--- config.mk ---
export PLATFORM = sky130hd
export DESIGN_NAME = meta_dispatch
export DESIGN_NICKNAME = d
export VERILOG_FILES = /design/src/rtl/meta_dispatch_pkg.sv /design/src/rtl/meta_fifo.sv /design/src/rtl/meta_dispatch.sv
export SDC_FILE = /design/constraint.sdc
export NUM_CORES = 1
export LEC_CHECK = 0
export BUFFER_PORTS_ARGS = -buffer_cell sky130_fd_sc_hd__buf_4
export CORE_ASPECT_RATIO = 1.4
export CORE_MARGIN = 4
export CORE_UTILIZATION = 30
export CTS_BUF_LIST = sky130_fd_sc_hd__clkbuf_2 sky130_fd_sc_hd__clkbuf_4 sky130_fd_sc_hd__clkbuf_8
export CTS_CLUSTER_DIAMETER = 80
export DETAILED_ROUTE_END_ITERATION = 7
export PLACE_DENSITY = 0.52
export SYNTH_ARGS = -nofsm -noshare
export SYNTH_HDL_FRONTEND = slang
export SYNTH_SLANG_ARGS = --single-unit
--- constraint.sdc ---
create_clock -name clk -period 5.1 [get_ports clk]
set_input_delay 1.53 -clock clk [delete_from_list [all_inputs] [get_ports clk]]
set_output_delay 1.53 -clock clk [all_outputs]
set_load 0.01 [all_outputs]
--- src/rtl/meta_dispatch_pkg.sv ---
// Shared RMT metadata definitions: field offsets inside the final-stage
// metadata word and the dispatcher state encoding.
package meta_dispatch_pkg;

    // Field offsets inside the metadata word
    localparam int DISCARD_BIT = 128;
    localparam int PORT_HI     = 31;
    localparam int PORT_LO     = 24;
    localparam int NTID_HI     = 255;
    localparam int NTID_LO     = 250;

    // NetFPGA metadata and destination port widths
    localparam int MD_W   = 128;
    localparam int PORT_W = PORT_HI - PORT_LO + 1;

    // Dispatcher states
    typedef enum logic [1:0] {
        ST_IDLE = 2'd0,   // FIFO empty, output register empty
        ST_EVAL = 2'd1,   // head present, output register empty
        ST_HOLD = 2'd2    // output register holds a descriptor (out_valid)
    } disp_state_e;

    // A descriptor is dropped when flagged for discard or aimed at port 0
    function automatic logic is_drop(input logic discard, input logic [PORT_W-1:0] port);
        return discard || (port == '0);
    endfunction

endpackage

--- src/rtl/meta_fifo.sv ---
// Synchronous FIFO with registered pointers and a combinational head read.
// Pointers carry one extra wrap bit so full and empty are told apart by the MSB.
module meta_fifo #(
    parameter int  WIDTH = 129,
    parameter int  DEPTH = 4,
    localparam int AW    = $clog2(DEPTH)
) (
    input  logic             clk,
    input  logic             rst,
    input  logic             wr_en,
    input  logic [WIDTH-1:0] wr_data,
    input  logic             rd_en,
    output logic [WIDTH-1:0] rd_data,
    output logic             empty,
    output logic             full,
    output logic [AW:0]      count
);

    logic [WIDTH-1:0] mem [DEPTH];
    logic [AW:0]      wr_ptr;
    logic [AW:0]      rd_ptr;
    logic             push;
    logic             pop;

    // A write into a full FIFO and a read from an empty FIFO are both ignored
    assign push = wr_en && !full;
    assign pop  = rd_en && !empty;

    assign empty   = (wr_ptr == rd_ptr);
    assign full    = (wr_ptr[AW] != rd_ptr[AW]) && (wr_ptr[AW-1:0] == rd_ptr[AW-1:0]);
    assign count   = wr_ptr - rd_ptr;
    assign rd_data = mem[rd_ptr[AW-1:0]];

    // Pointer update; wraps modulo 2*DEPTH through natural overflow
    always_ff @(posedge clk) begin
        if (rst) begin
            wr_ptr <= '0;
            rd_ptr <= '0;
        end else begin
            if (push) wr_ptr <= wr_ptr + 1'b1;
            if (pop)  rd_ptr <= rd_ptr + 1'b1;
        end
    end

    // Storage write; contents need no reset because the pointers gate visibility
    always_ff @(posedge clk) begin
        if (push) mem[wr_ptr[AW-1:0]] <= wr_data;
    end

endmodule

--- src/rtl/meta_dispatch.sv ---
// Final-stage metadata dispatcher: buffers descriptors, discards drop entries,
// and presents forward entries on a valid/ready output with saturating
// drop and overflow counters.
module meta_dispatch #(
    parameter int META_LEN   = 256,
    parameter int COMP_LEN   = 100,
    parameter int FIFO_DEPTH = 4,
    parameter int CNT_W      = 32
) (
    input  logic                       clk,
    input  logic                       rst,
    input  logic [META_LEN+COMP_LEN-1:0] comp_meta_data_in,
    input  logic                       comp_meta_data_valid_in,
    output logic [127:0]               out_md,
    output logic [7:0]                 out_port,
    output logic                       out_valid,
    input  logic                       out_ready,
    output logic [CNT_W-1:0]           drop_cnt,
    output logic [CNT_W-1:0]           ovf_cnt,
    output logic                       fifo_full
);
    import meta_dispatch_pkg::*;

    localparam int W  = META_LEN + COMP_LEN;
    localparam int FW = DISCARD_BIT + 1;      // discard flag plus NetFPGA metadata
    localparam int AW = $clog2(FIFO_DEPTH);

    disp_state_e      state;
    disp_state_e      state_nxt;
    logic [FW-1:0]    head;
    logic             fifo_empty;
    logic             fifo_full_w;
    logic [AW:0]      fifo_count;
    logic             push;
    logic             pop;
    logic             load;
    logic             drop_hit;
    logic             ovf_hit;
    logic             head_drop;
    logic [MD_W-1:0]  head_md;
    logic [PORT_W-1:0] head_port;
    logic             unused_upper;

    // Counters stick at all-ones instead of wrapping
    function automatic logic [CNT_W-1:0] sat_inc(input logic [CNT_W-1:0] v);
        return (&v) ? v : v + 1'b1;
    endfunction

    // Compare instruction and next_table_id are not needed downstream
    assign unused_upper = ^comp_meta_data_in[W-1:FW];

    assign push    = comp_meta_data_valid_in && !fifo_full_w;
    assign ovf_hit = comp_meta_data_valid_in && fifo_full_w;

    assign head_md   = head[MD_W-1:0];
    assign head_port = head[PORT_HI:PORT_LO];
    assign head_drop = is_drop(head[DISCARD_BIT], head_port);

    meta_fifo #(
        .WIDTH (FW),
        .DEPTH (FIFO_DEPTH)
    ) u_fifo (
        .clk     (clk),
        .rst     (rst),
        .wr_en   (push),
        .wr_data (comp_meta_data_in[FW-1:0]),
        .rd_en   (pop),
        .rd_data (head),
        .empty   (fifo_empty),
        .full    (fifo_full_w),
        .count   (fifo_count)
    );

    // Next state and per-cycle pop/load/drop decisions
    always_comb begin
        state_nxt = state;
        pop       = 1'b0;
        load      = 1'b0;
        drop_hit  = 1'b0;
        unique case (state)
            ST_IDLE: begin
                if (!fifo_empty || push) state_nxt = ST_EVAL;
            end
            ST_EVAL: begin
                if (!fifo_empty) begin
                    pop = 1'b1;
                    if (head_drop) begin
                        drop_hit  = 1'b1;
                        state_nxt = ((fifo_count > (AW+1)'(1)) || push) ? ST_EVAL : ST_IDLE;
                    end else begin
                        load      = 1'b1;
                        state_nxt = ST_HOLD;
                    end
                end else begin
                    state_nxt = push ? ST_EVAL : ST_IDLE;
                end
            end
            ST_HOLD: begin
                if (out_ready) begin
                    if (!fifo_empty && !head_drop) begin
                        // Back-to-back: reload while the current word transfers
                        pop  = 1'b1;
                        load = 1'b1;
                    end else begin
                        state_nxt = (!fifo_empty || push) ? ST_EVAL : ST_IDLE;
                    end
                end
            end
            default: state_nxt = ST_IDLE;
        endcase
    end

    // State register
    always_ff @(posedge clk) begin
        if (rst) state <= ST_IDLE;
        else     state <= state_nxt;
    end

    // Output register; held stable while the consumer stalls
    always_ff @(posedge clk) begin
        if (rst) begin
            out_md   <= '0;
            out_port <= '0;
        end else if (load) begin
            out_md   <= head_md;
            out_port <= head_port;
        end
    end

    // Saturating drop and overflow counters
    always_ff @(posedge clk) begin
        if (rst) begin
            drop_cnt <= '0;
            ovf_cnt  <= '0;
        end else begin
            if (drop_hit) drop_cnt <= sat_inc(drop_cnt);
            if (ovf_hit)  ovf_cnt  <= sat_inc(ovf_cnt);
        end
    end

    assign out_valid = (state == ST_HOLD);
    assign fifo_full = fifo_full_w;

endmodule

==> qor.csv <==
metric,value,unit
I/O pin count,562,
Clock Latency Late Sink,0.78,ns
Routed Antenna Nets,0,
final hold vios,0,
Synth Flop Type,edfxtp_1,
Non-Filler Instances,3363,
Critical Path Fanout Max,6,
Period minus WS final,3.85,ns
first-pass GRT wire length,104000,microns
die area,93900,sq um
register area share after synthesis,73.1,%
Initial DRC Count,881,
Post-Syn Nets,2067,
Num CTS Buffers,115,
P&R area growth vs syn,24.1,%
Crit Path Category,flop to output pin,
top post-synthesis cells by count,"edfxtp_1, nand2_1, dfxtp_1",
Detailed Routing Iterations Pass 1,5,
wire per inst,20.6,microns
Vias,15628,
Setup TNS Final,0,ns
overall routing resource usage,14.6,%
final WL,69400,microns
share of the synthesized area in the top cell type,58.0,%
unrepaired setup endpoints after global routing,no,
critical-path cell with the highest stage delay,dfxtp_1,
drt via density,4.65,
cell area power density,388,nW/um^2
Clock Root Buffer,clkbuf_8,
Cell Rows,129,
Die W,260,microns
Final setup viols,0,
"Cell Area, Synth",26700,sq um
"Async S/R FF share, synth",0,%
Hold Slack,0.455,ns
CP Data Arrival Time,2.32,ns
Num Clock Sinks,718,
Rel. slew slack,29.9,%
Peak VDD IR,224,uV
FMAX,260,MHz
startpoint types,flop,
Die Y,361,microns
GPL Wtd Cong,0.785,
Initial Utilization,30.3,%
status,"finished, final reports clean",
Slew @ Worst Pin,1.05,ns
Yosys warnings,0,
antenna violations before repair,7,
Yosys top cell by area,edfxtp_1,
Post-synth EDFFs,516,
Finished Core Util,37.5,%
nets,2451,
post-CTS sizing,0,
final worst slack,1.25,ns
fin crit share,75.5,%
"CTS clk-pin slew, worst paths",0.06,ns
clk buf depth,3,
# H-tree levels,3,
type of the worst min-delay path,flop to flop,
critical path required time,3.57,ns
Leakage,11.3,nW
postcts setup bufs,0,
CP cell instances,inv_1 -> ha_1 -> nand2_1 -> nor2_1 -> buf_4,
Mapped Cells,1693,
drt drc,0,
Mapped Avg Cell Area,15.8,sq um
number of port buffers,334,
placed insts,3139,
Congestion Overflow GR,0,
largest net degree at the start of global routing,130,
Yosys reg bits,718,
Synth area leaders,"edfxtp_1, dfxtp_1, mux4_2",
top-count cell post-synth,edfxtp_1,
count of unique library cells instantiated by Yosys,46,
Worst path max stage delay,0.40,ns
vias in the first global route,16757,
share of cells above drive strength 1,32.7,%
dpl hpwl,40600,microns
Clock Skews,0.0465,ns
CTS tree,yes,
max cap viols,0,
"Hold-fix buffers, CTS",0,
Worst setup EP type,output pin,
Final Max Slew Viols,0,
core area,88300,sq um
Place WS,1.40,ns
==> power breakdown <==
| group | switching [W] | leakage [nW] | internal (W) |
|---|---|---|---|
| clock network | 0.00232 | 1.35 | 0.00299 |
| registers | 0.0000776 | 6.37 | 0.00652 |
| logic | 0.000533 | 3.54 | 0.000406 |
==> layout by cell type (no fill, tap or decap), drive strengths merged, types with 20 or more instances in the layout <==
| master | netlist | routed |
|---|---|---|
| nor2 | 68 | 68 |
| mux4 | 128 | 128 |
| xnor2 | 20 | 20 |
| nand2 | 289 | 289 |
| clkinv | 0 | 28 |
| dfxtp | 202 | 202 |
| nand3 | 28 | 28 |
| edfxtp | 516 | 516 |
| nand4 | 22 | 22 |
| a21oi | 149 | 149 |
| xor2 | 33 | 33 |
| clkbuf | 66 | 181 |
| buf | 26 | 359 |
==> kinds of logic after synthesis <==
group	synth area share [%]
fa+ha+maj	0.684
compound gates	3.56
xor+xnor	1.74
buf+inv	1.72
mux	11.1
flops	73.1
simple gates	8.10
==> final cells by class <==
class                   count  area (sq um)
flip-flops and latches    718         19500
multi-input cells         868          6740
inverters                  15          56.3
repair buffers            359          2800
fillers                  8439         55100
clock buffers             181          2190
diodes                      5          12.5
clock inverters            38           327
well taps                1179          1480
==> per-stage QoR <==
stage | total power (W) | area, sq um
CTS | 0.0131 | 33100
global route | 0.0134 | 33100
floorplan | 0.00727 | 26700
finish | 0.0128 | 33100
global placement | 0.00767 | 30600
detailed placement | 0.00770 | 30600
==> worst max-delay path: cells and delay by family, from the launching register on <==
family                   cells  cell delay (ns)
buffers and inverters        2             0.32
AND/OR/NAND/NOR              2             0.53
flip-flops                   1             0.40
adder cells (fa/ha/maj)      1             0.30
==> routing by layer <==
layer	part of all wire, %	up-vias	global-route usage, %	wire length [microns]
met3	8.4	109	5.41	5820
li1	-	7151	-	-
met5	0.068	-	0	47
met1	41	7922	17.4	28200
met4	2.7	6	5.50	1870
met2	48	440	24.1	33500
==> worst paths after layout <==
check                   startpoint           end  slack [ns]  cells past startpoint
setup / recovery  u_fifo.wr_ptr[0]     fifo_full        1.25                      5
hold / removal          out_md[41]    out_md[41]        0.46                      2
setup reg to reg              flop  drop_cnt[14]        1.54                      6
hold reg to reg         out_md[41]    out_md[41]        0.46                      2
==> state kept, by name (all words and copies together) (netlist names), named ones only <==
signal	cells
u_fifo.mem	516
out_md	128
drop_cnt	32
ovf_cnt	32
u_fifo.rd_ptr	3
u_fifo.wr_ptr	3
state	2
(Power assumes the default switching activity.)
